**src/rtl/demux18_capture.sv**
```systemverilog
// Registered 1-to-8 demultiplexer with write tracking, auto-increment pointer and fill FSM.
// Optional even-parity output P is generated when DEMUX18_PARITY_EN is defined.
module demux18_capture (
  input  logic       clock,
  input  logic       reset,
  input  logic       D,
  input  logic [2:0] S,
  input  logic       ENb,
  input  logic       VALID,
  input  logic       AUTO,
  input  logic       CLR,
  output logic       READY,
  output logic [7:0] Q,
  output logic [7:0] QB,
  output logic [7:0] WMASK,
  output logic       FULL,
  output logic       DONE,
  output logic       P
);

  typedef enum logic [1:0] {
    IDLE = 2'd0,
    FILL = 2'd1,
    HOLD = 2'd2
  } state_t;

  state_t     state_q;
  logic [7:0] mem_q, mem_d;
  logic [7:0] wmask_q, wmask_d;
  logic [2:0] ptr_q, ptr_d;
  logic       done_q;
  logic       write_en;
  logic [2:0] addr;

  // HOLD blocks writes until CLR; ENb freezes everything except CLR.
  assign write_en = VALID && !ENb && (state_q != HOLD);
  assign addr     = AUTO ? ptr_q : S;

  always_comb begin
    mem_d   = mem_q;
    wmask_d = wmask_q;
    ptr_d   = ptr_q;
    if (write_en) begin
      mem_d[addr]   = D;
      wmask_d[addr] = 1'b1;
      if (AUTO) begin
        ptr_d = ptr_q + 3'd1;
      end
    end
  end

  always_ff @(posedge clock) begin
    if (reset) begin
      state_q <= IDLE;
      mem_q   <= 8'h00;
      wmask_q <= 8'h00;
      ptr_q   <= 3'd0;
      done_q  <= 1'b0;
    end else if (CLR) begin
      state_q <= IDLE;
      mem_q   <= 8'h00;
      wmask_q <= 8'h00;
      ptr_q   <= 3'd0;
      done_q  <= 1'b0;
    end else begin
      mem_q   <= mem_d;
      wmask_q <= wmask_d;
      ptr_q   <= ptr_d;
      done_q  <= 1'b0;
      if (write_en) begin
        // Only a write can complete the mask, and HOLD admits none, so DONE fires once per fill.
        if (wmask_d == 8'hFF) begin
          state_q <= HOLD;
          done_q  <= 1'b1;
        end else begin
          state_q <= FILL;
        end
      end
    end
  end

  assign READY = (state_q != HOLD);
  assign WMASK = wmask_q;
  assign FULL  = (wmask_q == 8'hFF);
  assign DONE  = done_q;
  assign Q     = ENb ? 8'h00 : mem_q;
  assign QB    = ~Q;

`ifdef DEMUX18_PARITY_EN
  assign P = ^Q;
`else
  assign P = 1'b0;
`endif

endmodule

```
**config.mk**
```make
export PLATFORM = sky130hd
export DESIGN_NAME = demux18_capture
export DESIGN_NICKNAME = d
export VERILOG_FILES = /design/src/rtl/demux18_capture.sv
export SDC_FILE = /design/constraint.sdc
export NUM_CORES = 1
export LEC_CHECK = 0
export CAP_MARGIN = 25
export CORE_MARGIN = 4
export CORE_UTILIZATION = 40
export CTS_CLUSTER_SIZE = 25
export DETAILED_ROUTE_END_ITERATION = 12
export GPL_TIMING_DRIVEN = 0
export PLACE_DENSITY = 0.8
export SYNTH_ARGS = -nofsm -noshare
export SYNTH_HDL_FRONTEND = slang
export SYNTH_SLANG_ARGS = --single-unit
```
**constraint.sdc**
```tcl
create_clock -name clock -period 1.8 [get_ports clock]
set_input_delay 0.36 -clock clock [delete_from_list [all_inputs] [get_ports clock]]
set_output_delay 0.36 -clock clock [all_outputs]
set_load 0.01 [all_outputs]
```
==> flow_metrics.env <==
export IMPL_clockRootBuffer="clkbuf_4"
export IMPL_track_usage_pct=17.5
export IMPL_fp_row_count=19
export IMPL_fmax_ghz=0.578
export IMPL_post_drt_wl_per_cell_um=13.5
export IMPL_min_path_type="input port to flip-flop"
export IMPL_cts_tree="done"
export IMPL_synth_area_leaders="dfxtp_1, nor2_1, nand2b_1"
export IMPL_start_util_pct=41.7
export IMPL_relSlewSlack_pct=62.8
export IMPL_finalPower_w=0.000975
export IMPL_placedInstanceArea_um2=1540
export IMPL_antenna_found_initial=0
export IMPL_ys_seq_elements=22
export IMPL_cts_buffers=3
export IMPL_max_clock_path_buffers=2
export IMPL_cp_end_kind="flip-flop"
export IMPL_h_tree_depth=1
export IMPL_critPathMaxFanout=7
export IMPL_grt_use_met3_pct=3.14
export IMPL_drt_antenna_violating_nets=0
export IMPL_drive_above_1_share_pct=17.3
export IMPL_yosys_top_cells_count="nor2_1, dfxtp_1, a21oi_1, inv_1, nand2b_1"
export IMPL_dr_total_vias=1144
export IMPL_io_pins=38
export IMPL_path_class="input port to flip-flop"
export IMPL_grt_use_met2_pct=29.1
export IMPL_io_buffers=35
export IMPL_antenna_cells=0
export IMPL_synthArstFlopShare_pct=0
export IMPL_vias_per_cell=5.30
export IMPL_syn_to_final_growth_pct=48.9
export IMPL_setup_tns_ps=0
export IMPL_cp_data_required_time_ps=2000
export IMPL_cap_violations=0
export IMPL_fp_dieH_um=61.6
export IMPL_finalCriticalPeriod_ps=1730
export IMPL_gp_congestion=0.897
export IMPL_status="finished, final reports clean"
export IMPL_ys_flop_type="dfxtp_1"
export IMPL_hold_violations=0
export IMPL_syn_area_per_cell_um2=8.20
export IMPL_drcViolationCount=0
export IMPL_clk_insertion_delay_late_ps=320
export IMPL_crit_buf_inv=1
export IMPL_clkTransAtPathRegs_ps=130
export IMPL_yosysMostFrequentCell="nor2_1"
export IMPL_drt_iter0_drc=45
export IMPL_hpwlAfterDp_mm=2.19
export IMPL_grt_ovfl_total=0
export IMPL_core_um2=2760
export IMPL_slowest_stage="clkdlybuf4s50_1"
export IMPL_crit_chain="clkdlybuf4s50_1, nand2b_2, nor3_4, a21boi_2, mux2i_1, nor2_1"
export IMPL_ys_seq_area_share_pct=38.3
export IMPL_die_w_um=61.6
export IMPL_powerDensity_nw_per_um2=570
export IMPL_synth_edff_count=0
export IMPL_clock_skew_ps=10.1
export IMPL_vdd_drop_max_uv=636
export IMPL_drt_total_wl_mm=2.91
export IMPL_dieArea_um2=3790
export IMPL_grt_pass1_vias=1112
export IMPL_finalInstanceArea_um2=1710
export IMPL_grt_max_degree=14
export IMPL_grt_busiest_layer="met2"
export IMPL_slew_viol_final=0
export IMPL_max_stage_delay_ps=470
export IMPL_yosysTopAreaCellShare_pct=38.3
export IMPL_p_leak_nw=0.725
export IMPL_synth_distinct_cells=38
export IMPL_first_pass_iters=4
export IMPL_startpoint_type="input port"
export IMPL_final_core_util_pct=62.0
export IMPL_grt_pass1_wl_mm=4.96
export IMPL_synth_top_area_cell="dfxtp_1"
export IMPL_syn_inst=140
export IMPL_use_met1_pct=22.2
export IMPL_worstPathArrival_ps=1930
export IMPL_yosys_warnings=0
export IMPL_crit_family="simple AND/OR/NAND/NOR gates"
export IMPL_numClockSinks=22
export IMPL_nets=197
export IMPL_syn_nets=151
export IMPL_synth_area_um2=1150
export IMPL_post_route_period_util_pct=96.1
export IMPL_worstMarginPinSlew_ps=543
export IMPL_setup_viol=0
worst paths after layout:
check           start          to  slack [ps]  depth (start not counted)
max             VALID    mem_q[5]          70                          6
min reg2reg  mem_q[1]    mem_q[1]         480                          2
min                 D    mem_q[1]         420                          3
max reg2reg  ptr_q[1]  state_q[1]          90                          5
per-layer routing:
layer  routed length, um  part of all wire [%]
met5                   0                     0
met4                  93                   3.2
met3                 145                   5.0
met2                1420                    49
met1                1260                    43
worst min-delay path, stage by stage:
cell      delay (ps)
clkbuf_1         170
nand3_1          110
a21oi_1           60
placed cells by master, fill, tap and decap left out, types with 2 or more instances in the layout:
master / count
a2111oi_4: 3
a21oi_1: 10
buf_4: 8
clkbuf_1: 2
clkbuf_4: 3
clkdlybuf4s50_1: 21
dfxtp_1: 17
dfxtp_2: 4
dlygate4sd2_1: 8
dlymetal6s2s_1: 5
inv_1: 10
mux2i_1: 6
nand2_1: 8
nand2b_1: 9
nand3_1: 8
nand3b_1: 3
nand4_1: 2
nor2_1: 23
nor3_4: 2
o211ai_1: 2
o21ai_0: 2
o21ai_1: 2
o21ai_2: 2
xor2_1: 2
sequential cells by signal, summed over array words and instances (netlist names):
signal,count
DONE,1
WMASK,8
mem_q,8
ptr_q,3
state_q,2
cells by family after synthesis:
group | share of synthesized area (%)
adder cells (fa/ha/maj) | 1.09
multiplexers | 6.21
AO/OA/AOI/OAI | 18.2
flip-flops | 38.3
AND/OR/NAND/NOR | 28.7
XOR/XNOR | 1.53
buffers and inverters | 5.66
other | 0.326
stage by stage:
| step | hold slack [ps] | worst slack (ps) | std cells |
|---|---|---|---|
| final | 416 | 71.1 | 216 |
| after global routing | 431 | -22.1 | 216 |
| after CTS | 432 | 1.48 | 214 |
| after detailed placement | 452 | -703 | 206 |
| after global placement | 450 | -648 | 206 |
| after floorplan | 437 | 93.1 | 140 |
area by class of cell:
type	instances	area [um^2]
inverters	10	37.5
well taps	31	38.8
fillers	228	1050
clock inverters	1	30.0
clock buffers	3	22.5
plain buffers	6	40.0
flip-flops and latches	22	449
multi-input cells	102	694
repair buffers	41	398
power breakdown:
| part | switching, W | leakage [nW] | total (W) | internal, W |
|---|---|---|---|---|
| clock | 0.000157 | 0.0279 | 0.000383 | 0.000225 |
| combinational | 0.0000569 | 0.516 | 0.000100 | 0.0000433 |
| sequential | 0.00000316 | 0.180 | 0.000492 | 0.000489 |
| total | 0.000217 | 0.725 | 0.000975 | 0.000758 |
timing repair:
item                       4_1_cts  5_1_grt
hold buffers                     0        0
resized for setup               25        8
buffers inserted                 4        2
setup endpoints to repair       33       14
cloned                           0        0
pin swaps                        3        1
Note: power is estimated with default switching activity, not from simulation.
